### src/rtl/if_stage.sv
// Instruction-fetch stage with the IF/ID pipeline register for the 5-stage MIPS core.
// Optional perf counters (fetch_cnt, bubble_cnt) are built when IF_PERF_CNT_EN is defined.
module if_stage #(
  parameter logic [31:0] RESET_PC = 32'h0000_0000,
  parameter int          ADDR_W   = 32
) (
  input  logic              clk,
  input  logic              rst,
  input  logic              stall,
  input  logic [1:0]        pcsource,
  input  logic [ADDR_W-1:0] rpc,
  output logic [ADDR_W-1:0] imem_addr,
  input  logic [31:0]       imem_rdata,
  output logic [ADDR_W-1:0] pc,
  output logic [31:0]       id_inst,
  output logic [ADDR_W-1:0] id_pc4,
  output logic              id_valid
`ifdef IF_PERF_CNT_EN
  ,
  output logic [31:0]       fetch_cnt,
  output logic [31:0]       bubble_cnt
`endif
);

  logic [ADDR_W-1:0] pc_q, pc_d;
  logic [31:0]       id_inst_q, id_inst_d;
  logic [ADDR_W-1:0] id_pc4_q, id_pc4_d;
  logic              id_valid_q, id_valid_d;

  logic [ADDR_W-1:0] seq_pc, bpc, jpc, rtgt;
  logic              redirect;

  always_comb begin
    seq_pc   = pc_q + 32'd4;
    bpc      = id_pc4_q + {{14{id_inst_q[15]}}, id_inst_q[15:0], 2'b00};
    jpc      = {id_pc4_q[31:28], id_inst_q[25:0], 2'b00};
    rtgt     = rpc & ~32'h0000_0003;
    redirect = (pcsource != 2'd0);

    pc_d       = pc_q;
    id_inst_d  = id_inst_q;
    id_pc4_d   = id_pc4_q;
    id_valid_d = id_valid_q;

    // Stall freezes everything; a redirect squashes the wrong-path word fetched this cycle.
    if (!stall) begin
      if (redirect) begin
        case (pcsource)
          2'd1:    pc_d = bpc;
          2'd2:    pc_d = rtgt;
          default: pc_d = jpc;
        endcase
        id_inst_d  = 32'h0;
        id_pc4_d   = '0;
        id_valid_d = 1'b0;
      end else begin
        pc_d       = seq_pc;
        id_inst_d  = imem_rdata;
        id_pc4_d   = seq_pc;
        id_valid_d = 1'b1;
      end
    end
  end

  always_ff @(posedge clk) begin
    if (rst) begin
      pc_q       <= RESET_PC;
      id_inst_q  <= 32'h0;
      id_pc4_q   <= '0;
      id_valid_q <= 1'b0;
    end else begin
      pc_q       <= pc_d;
      id_inst_q  <= id_inst_d;
      id_pc4_q   <= id_pc4_d;
      id_valid_q <= id_valid_d;
    end
  end

  assign imem_addr = pc_q;
  assign pc        = pc_q;
  assign id_inst   = id_inst_q;
  assign id_pc4    = id_pc4_q;
  assign id_valid  = id_valid_q;

`ifdef IF_PERF_CNT_EN
  logic [31:0] fetch_cnt_q, fetch_cnt_d;
  logic [31:0] bubble_cnt_q, bubble_cnt_d;

  always_comb begin
    fetch_cnt_d  = fetch_cnt_q  + {31'b0, (!stall && !redirect)};
    bubble_cnt_d = bubble_cnt_q + {31'b0, (stall || redirect)};
  end

  always_ff @(posedge clk) begin
    if (rst) begin
      fetch_cnt_q  <= 32'h0;
      bubble_cnt_q <= 32'h0;
    end else begin
      fetch_cnt_q  <= fetch_cnt_d;
      bubble_cnt_q <= bubble_cnt_d;
    end
  end

  assign fetch_cnt  = fetch_cnt_q;
  assign bubble_cnt = bubble_cnt_q;
`endif

endmodule

### config.mk
export PLATFORM = sky130hd
export DESIGN_NAME = if_stage
export DESIGN_NICKNAME = d
export VERILOG_FILES = /design/src/rtl/if_stage.sv
export SDC_FILE = /design/constraint.sdc
export NUM_CORES = 1
export LEC_CHECK = 0
export BUFFER_PORTS_ARGS = -buffer_cell sky130_fd_sc_hd__buf_4
export CAP_MARGIN = 20
export CORE_MARGIN = 2
export CORE_UTILIZATION = 35
export DETAILED_ROUTE_END_ITERATION = 7
export SYNTH_ARGS = -nofsm -noshare
export SYNTH_HDL_FRONTEND = slang
export SYNTH_SLANG_ARGS = --single-unit
### constraint.sdc
create_clock -name clk -period 3.1 [get_ports clk]
set_clock_uncertainty 0.15 [all_clocks]
set_input_delay 0.62 -clock clk [delete_from_list [all_inputs] [get_ports clk]]
set_output_delay 0.62 -clock clk [all_outputs]
set_load 0.02 [all_outputs]
# Yosys cells after proc, flatten, opt, wreduce, memory -nomap -nowiden
# Index checks and enable logic that the tools add are counted.
dict set report totals {
  elab_cells 14
  ff_bits 97
  output_inout_bits 129
}
dict set report op_classes {
  n_reduce_logical 1
  eq_ne 2
  n_addsub 2
  muxes 5
}
# cell count
set op_table {}
lappend op_table {{two-way mux 32 bit} 3}
lappend op_table {{one-hot mux 32 bit (2 select lines)} 1}
lappend op_table {{adder 32 x 3 -> 32 bit, second input constant} 1}
lappend op_table {{adder 32 bit} 1}
lappend op_table {{== test 2 x 1 -> 1 bit, second input constant} 1}
lappend op_table {{== test 2 bit, second input constant} 1}
lappend op_table {{nonzero test 2 bit} 1}
lappend op_table {{two-way mux 1 bit} 1}

# Longest topological paths before layout
# Gate-level depths: netlist (run 1).
dict set report logic_depth {
  word_depth 3
  mapped_depth 12
}

# Worst setup path after synthesis (run 1)
# OpenSTA, ideal clock, no wires.
dict set report synth_timing {
  path_type {reg2reg}
  start {reg id_inst_q[2] (netlist: id_inst[2])}
  end {reg pc_q[16] (netlist: imem_addr[16])}
  period_less_slack_ns 3.016
  path_buffers 0
  t_arrival_ns 2.770
  stages_incl_launch_ff 11
  setup_slack_ns 0.084
  setup_time_ns 0.095
  required_ns 2.855
  path_cell_list {dfxtp_1 > ha_1 > nor2b_1 > o31ai_2 > a211oi_4 > o31ai_1 > nand2b_1 > a31oi_1 > mux2_2 > a311o_1 > a221oi_1}
}
dict set report synth_via {
  elab_chain_len 3
}
# element line_no
set synth_lines {}
lappend synth_lines {{from (decl)} 26} ;# logic [31:0] id_inst_q, id_inst_d;
lappend synth_lines {{from (signal assigned)} 73} ;# id_inst_q <= id_inst_d;
lappend synth_lines {{adder 32 bit} 35} ;# bpc = id_pc4_q + {{14{id_inst_q[15]}}, id_inst_q[15:0], 2'b00};
lappend synth_lines {{one-hot mux 32 bit (2 select lines)} 48} ;# case (pcsource)
lappend synth_lines {{two-way mux 32 bit} 47} ;# if (redirect) begin
lappend synth_lines {{to (signal assigned)} 72} ;# pc_q <= pc_d;
lappend synth_lines {{to (decl)} 25} ;# logic [ADDR_W-1:0] pc_q, pc_d;
# Every way passes these cells.
# A chain may end at the register's enable or synchronous reset.

# Final worst setup path (run 1)
dict set report layout_timing {
  start {reg id_pc4_q[2] (netlist: id_pc4[2])}
  end {reg pc_q[16] (netlist: imem_addr[16])}
}
dict set report layout_via {
  elab_chain_len 3
}
# element line_no
set layout_lines {}
lappend layout_lines {{from (decl)} 27} ;# logic [ADDR_W-1:0] id_pc4_q, id_pc4_d;
lappend layout_lines {{from (signal assigned)} 74} ;# id_pc4_q <= id_pc4_d;
lappend layout_lines {{adder 32 bit} 35}
lappend layout_lines {{one-hot mux 32 bit (2 select lines)} 48}
lappend layout_lines {{two-way mux 32 bit} 47}
# Every way passes these cells.

==> metrics.txt, run 1 <==
leading area contributor after synthesis=dfxtp_1; Die X-Extent=approximately 140 µm; Worst-Skew Late Latency=0.36 ns; PwrDens=roughly 360 nW/µm²; syn_nets=921; Nets=about 1.1k; hpwl dp=16000 µm; RSZ-0062 raised after global routing=yes; Synth Cell Area=between 6000 and 7000 µm²; max_slew headroom=between 40 and 50%; routed len/inst=17.87 µm; Ys Warns=0; CP required=3.22 ns; gpl congestion=0.8921; Slew Viols, Final=0; ANT nets after route=0; Initial DRC Count=445; worst r2r src=id_pc4[2]; CP Max Fanout=4; Critical Setup Path Class=reg -> reg; drt pass-1 iters=4; GR Util All Layers=between 20 and 25%; synthesis-to-finish area growth=30.80%; vias in the first global route=between 6k and 7k; Starting Density=35.34%; Worst Setup SP=id_pc4[2]; final wirelength=21970 µm; Worst Setup End Kind=register; setup_tns=0 ns; first-pass GRT wire length=34300 µm; Max Root-Sink Buffers=2; Final setup viols=0; I/O Pins=198; Worst-Margin Slew=just over 0.8 ns; antenna violations before repair=0; status=complete, no violations; H-tree depth reported by CTS=3; DRC viols=0; Worst Hold Class=reg -> reg; CTS tree=built; maxcap violations=0; sequential element share of the synthesized area=29.67%; Main synth FF type=dfxtp_1; number of synthesized flops with an enable pin=0; clk root buf=clkbuf_16; fmax=332.1 MHz; via count=between 6k and 7k; Overflow after GRT=0; core area=18520 µm²; Fin. Hold Viols=0; share of cells above drive strength 1=29.82%; Num Clock Sinks=97; Syn Area/Cell=approximately 8 µm²; largest net degree at the start of global routing=56; Synth top area share=29.67%; Final min period=3.011 ns; clock-pin slew on the worst setup and hold paths=about 0.070 ns; Die Y=140.8 µm; Post-synth top cells=nor2_1 (112), dfxtp_1 (97), a21oi_1 (63); Synth area leaders=dfxtp_1 (30%), nor2_1 (6.4%), ha_1 (6.3%), a22oi_1 (6.0%), a21oi_1 (4.8%); CP startpoint kind=register; cells after synthesis=818; Pwr Total=3.100 mW; ys async rst share=0%; ant diodes=0; I/O Buffers=195; library cells used by synthesis=76; final worst-path cycle share=97.13%; CTS Buf Count=9; crit path DAT=3.13 ns; Via density=around 5.5; die area=approximately 20000 µm²; Cell Rows=50; leakage=roughly 3.7 nW; hold path start=id_pc4[1]; Seq cells post-synth=97; most numerous cell in the Yosys netlist=nor2_1; Max VDD drop=about 270 µV
area by class of cell:
cell class / instances / area, µm²
repair buffers: 247 / 1883
clock inverters: 2 / 13.76
flip-flops and latches: 97 / 1948
clock buffers: 13 / 260.3
inverters: 20 / 75.07
well taps: 234 / 292.8
fillers: 1911 / 9957
multi-input cells: 617 / 4088
sequential cells by signal, indices dropped and copies added, names as in the netlist:
name and cells:
imem_addr 32, id_pc4 32, id_inst 32, id_valid 1
layout by cell type (no fill, tap or decap), types with 8 or more instances in the layout:
master     count
nor2b_1       12
inv_1         19
nor3_1        35
nand2_1       36
a21o_1        18
ha_1          31
nand4_1        8
o21ai_0       29
a21oi_1       62
dfxtp_1       92
a221oi_1      18
nand3_1       19
clkbuf_16      9
xor2_1        16
a22oi_1       52
o211ai_1      10
o21a_1        12
o22ai_1        8
a31oi_1        9
xnor2_1       29
nor2_1       111
buf_4        244
through the flow:
stage	instances	setup slack [ns]	util, %	hold slack [ns]	instance area [µm²]
global placement	1213	-0.03211	44.30	0.3239	8204
global route	1230	-0.06778	46.23	0.3437	8561
detailed placement	1213	-0.1098	44.30	0.3354	8204
CTS	1228	0.007066	45.87	0.3346	8494
finish	1230	0.08887	46.23	0.3446	8561
floorplan	818	0.08433	-	0.4066	6545
worst max-delay path, cell delays in order (launching register included):
cell and delay, ns:
dfxtp_2 0.34, ha_4 0.16, inv_2 0.05, fa_2 0.23
nor2b_4 0.06, o31ai_4 0.36, a211oi_4 0.15, o31ai_1 0.22
nand2b_1 0.10, a31oi_1 0.18, mux2_2 0.36, a311o_1 0.36
a221oi_2 0.21
metal layers:
metal	global-route usage, %	vias up	wire, µm
met1	30.41	3181	10280
li1	-	3328	-
met5	0	-	0
met2	33.99	214	9898
met4	6.158	0	314
met3	4.246	21	1481
kinds of logic after synthesis:
group | count (synthesis) | synth area share (%)
AOI/OAI and AO/OA | 276 | 29.65
xor gates and xnor gates | 45 | 6.022
adders and majority gates | 34 | 6.614
buffers and inverters | 104 | 8.908
DFF | 97 | 29.67
muxes | 4 | 0.6691
and+or+nand+nor | 258 | 18.47
what timing repair did:
item                                    4_1_cts  5_1_grt
gates resized for setup                       3       16
endpoints found under the setup margin        3       11
setup buffers                                 0        2
pin swaps                                     1        8
hold buffers                                  0        0
where the power goes:
| group | switching (mW) | internal [mW] |
|---|---|---|
| Sequential | 0.0551 | 1.29 |
| Clock | 0.501 | 0.586 |
| Combinational | 0.378 | 0.291 |
| Total | 0.934 | 2.17 |
final timing paths:
| check | endpoint | slack, ns | cells after the start |
|---|---|---|---|
| max | imem_addr[16] | 0.09 | 12 |
| min | imem_addr[1] | 0.34 | 2 |
| min reg2reg | imem_addr[1] | 0.34 | 2 |
| max reg2reg | imem_addr[16] | 0.09 | 12 |
Power figures use the tool's default switching activity.
==> inputs of run 2 (changes only) <==
--- a/config.mk
+++ b/config.mk
@@ -9,6 +9,7 @@
 export CAP_MARGIN = 20
 export CORE_MARGIN = 2
 export CORE_UTILIZATION = 35
+export CTS_BUF_LIST = sky130_fd_sc_hd__clkbuf_8
 export DETAILED_ROUTE_END_ITERATION = 7
 export SYNTH_ARGS = -nofsm -noshare
 export SYNTH_HDL_FRONTEND = slang
==> metrics.txt, run 2 (synthesized netlist as in run 1, its figures left out) <==
Via density=5.457; PwrDens=332.2 nW/µm²; clk root buf=clkbuf_8; flop-to-flop setup slack=~0.092 ns; CP Max Fanout=4; final wirelength=approximately 22000 µm; Sw Share=32.37%; I/O Pins=198; maxcap violations=0; Worst Setup SP=id_pc4[2]; Worst R2R Path Depth=12; Overflow after GRT=0; DRC viols=0; vias in the first global route=6220; synthesis-to-finish area growth=29.65%; Final Worst Setup Slack=approximately 0.09 ns; max_slew headroom=42.41%; finished layout cell area=8486 µm²; largest net degree at the start of global routing=56; Nets=1095; ANT nets after route=0; CP max stage delay=around 0.36 ns; via count=6712; Worst-Skew Late Latency=0.39 ns; Final min period=about 3 ns; first-pass GRT wire length=34260 µm; crit path max-delay cell type=o31ai_4; Worst Setup End Kind=register; metal2 WL=roughly 9900 µm; Hold WS=around 0.3 ns; RSZ-0062 raised after global routing=yes; multi-input logic area=4114 µm²; ant diodes=0; leakage=3.617 nW; Starting Density=between 30% and 40%; Die X-Extent=~140 µm; fmax=about 330 MHz; Critical Path Sink=imem_addr[16]; Final setup viols=0; commonest non-fill, non-tap cell in the layout=buf_4; Initial DRC Count=436; crit path DAT=between 3 and 4 ns; share of cells above drive strength 1=30.02%; antenna violations before repair=0; Reg power frac=47.7%; CTS tree=built; core area=18520 µm²; Num Clock Sinks=97; wl on met1=10230 µm; CTS Buf Count=9; met3 WL post-DR=1541 µm; Reg area=~2000 µm²; worst r2r dst=imem_addr[16]; Worst-Margin Slew=0.8607 ns; Die Y=roughly 140 µm; dpl ws=-0.1098 ns; Fin. Hold Viols=0; Cell Rows=50; Slew Viols, Final=0; hpwl dp=16000 µm; Cell Area, Placed=8204 µm²; drt pass-1 iters=5; Sw Pwr=0.9125 mW; internal power=1.907 mW; CP Cell Sequence=ha_4 -> inv_2 -> fa_2 -> nor2b_4 -> o31ai_4 -> a211oi_4 -> o31ai_1 -> nand2b_1 -> a31oi_1 -> mux2_2 -> a311o_1 -> a221oi_2; logic gate share of total power=23.7%; Max VDD drop=212.9 µV; gpl congestion=0.8921; clock-pin slew on the worst setup and hold paths=~0.10 ns; Max Root-Sink Buffers=2; I/O Buffers=195; final worst-path cycle share=97.03%; Critical Setup Path Class=reg -> reg; commonest non-fill, non-tap cells in the layout=buf_4 (244), nor2_1 (111), dfxtp_1 (92), a21oi_1 (62), a22oi_1 (52); top routing layer in use=met4; CP required=3.26 ns; status=complete, no violations; setup_tns=0 ns; clock network power share=28.6%; GR Util All Layers=between 20% and 30%; Worst Hold Class=in -> reg; # fillers=1923; CP startpoint kind=register; H-tree depth reported by CTS=3; routed len/inst=between 15 and 20 µm; worst r2r src=id_pc4[2]; die area=19810 µm²
-- run 2: what timing repair did --
item / CTS / global route
gates resized for setup: 3 / 20
pin swaps: 2 / 9
endpoints found under the hold margin: 0 / 0
hold buffers: 0 / 0
setup buffers: 0 / 2
setup endpoints to repair: 3 / 13
-- run 2: power by group through the flow --
stage / sequential (mW) / combinational [mW] / clock, mW
floorplan: 1.42 / 0.361 / 0
global placement: 1.37 / 0.661 / 0
detailed placement: 1.37 / 0.665 / 0
CTS: 1.34 / 0.667 / 0.829
global route: 1.35 / 0.725 / 0.871
finish: 1.34 / 0.669 / 0.806
-- run 2: cell type report --
cell class	count	share of cell area, %
clock buffers	11	1.784
clock inverters	4	0.2507
inverters	20	0.8847
multi-input cells	617	48.48
flip-flops and latches	97	22.96
well taps	234	3.450
repair buffers	247	22.19
-- run 2: metrics by stage --
stage,cells,util (%),total power [mW]
finish,1230,45.82,2.819
global route,1230,45.82,2.948
CTS,1228,45.32,2.839
detailed placement,1213,44.30,2.037
global placement,1213,44.30,2.032
floorplan,818,-,1.778
-- run 2: per-layer routing --
layer	vias to the layer above	global-route usage, %
met5	-	0
met4	0	5.684
met3	16	4.212
met2	223	34.33
met1	3150	30.35
li1	3323	-
-- run 2: worst min-delay path by stage --
stage | start | end | slack (ns) | cells after the start
floorplan | id_pc4[19] | id_pc4[19] | 0.41 | 2
global placement | id_valid | id_valid | 0.32 | 2
detailed placement | id_pc4[0] | imem_addr[0] | 0.34 | 2
CTS | imem_rdata[12] | id_inst[12] | 0.30 | 3
global route | imem_rdata[4] | id_inst[4] | 0.30 | 3
finish | imem_rdata[12] | id_inst[12] | 0.31 | 3
-- run 2: worst max-delay path: cells and delay by family (launching register included) --
family	cells	cell delay (ns)
muxes	1	0.36
buffers and inverters	1	0.05
AOI/OAI and AO/OA	6	1.48
DFF	1	0.35
and+or+nand+nor	2	0.16
adders and majority gates	2	0.39
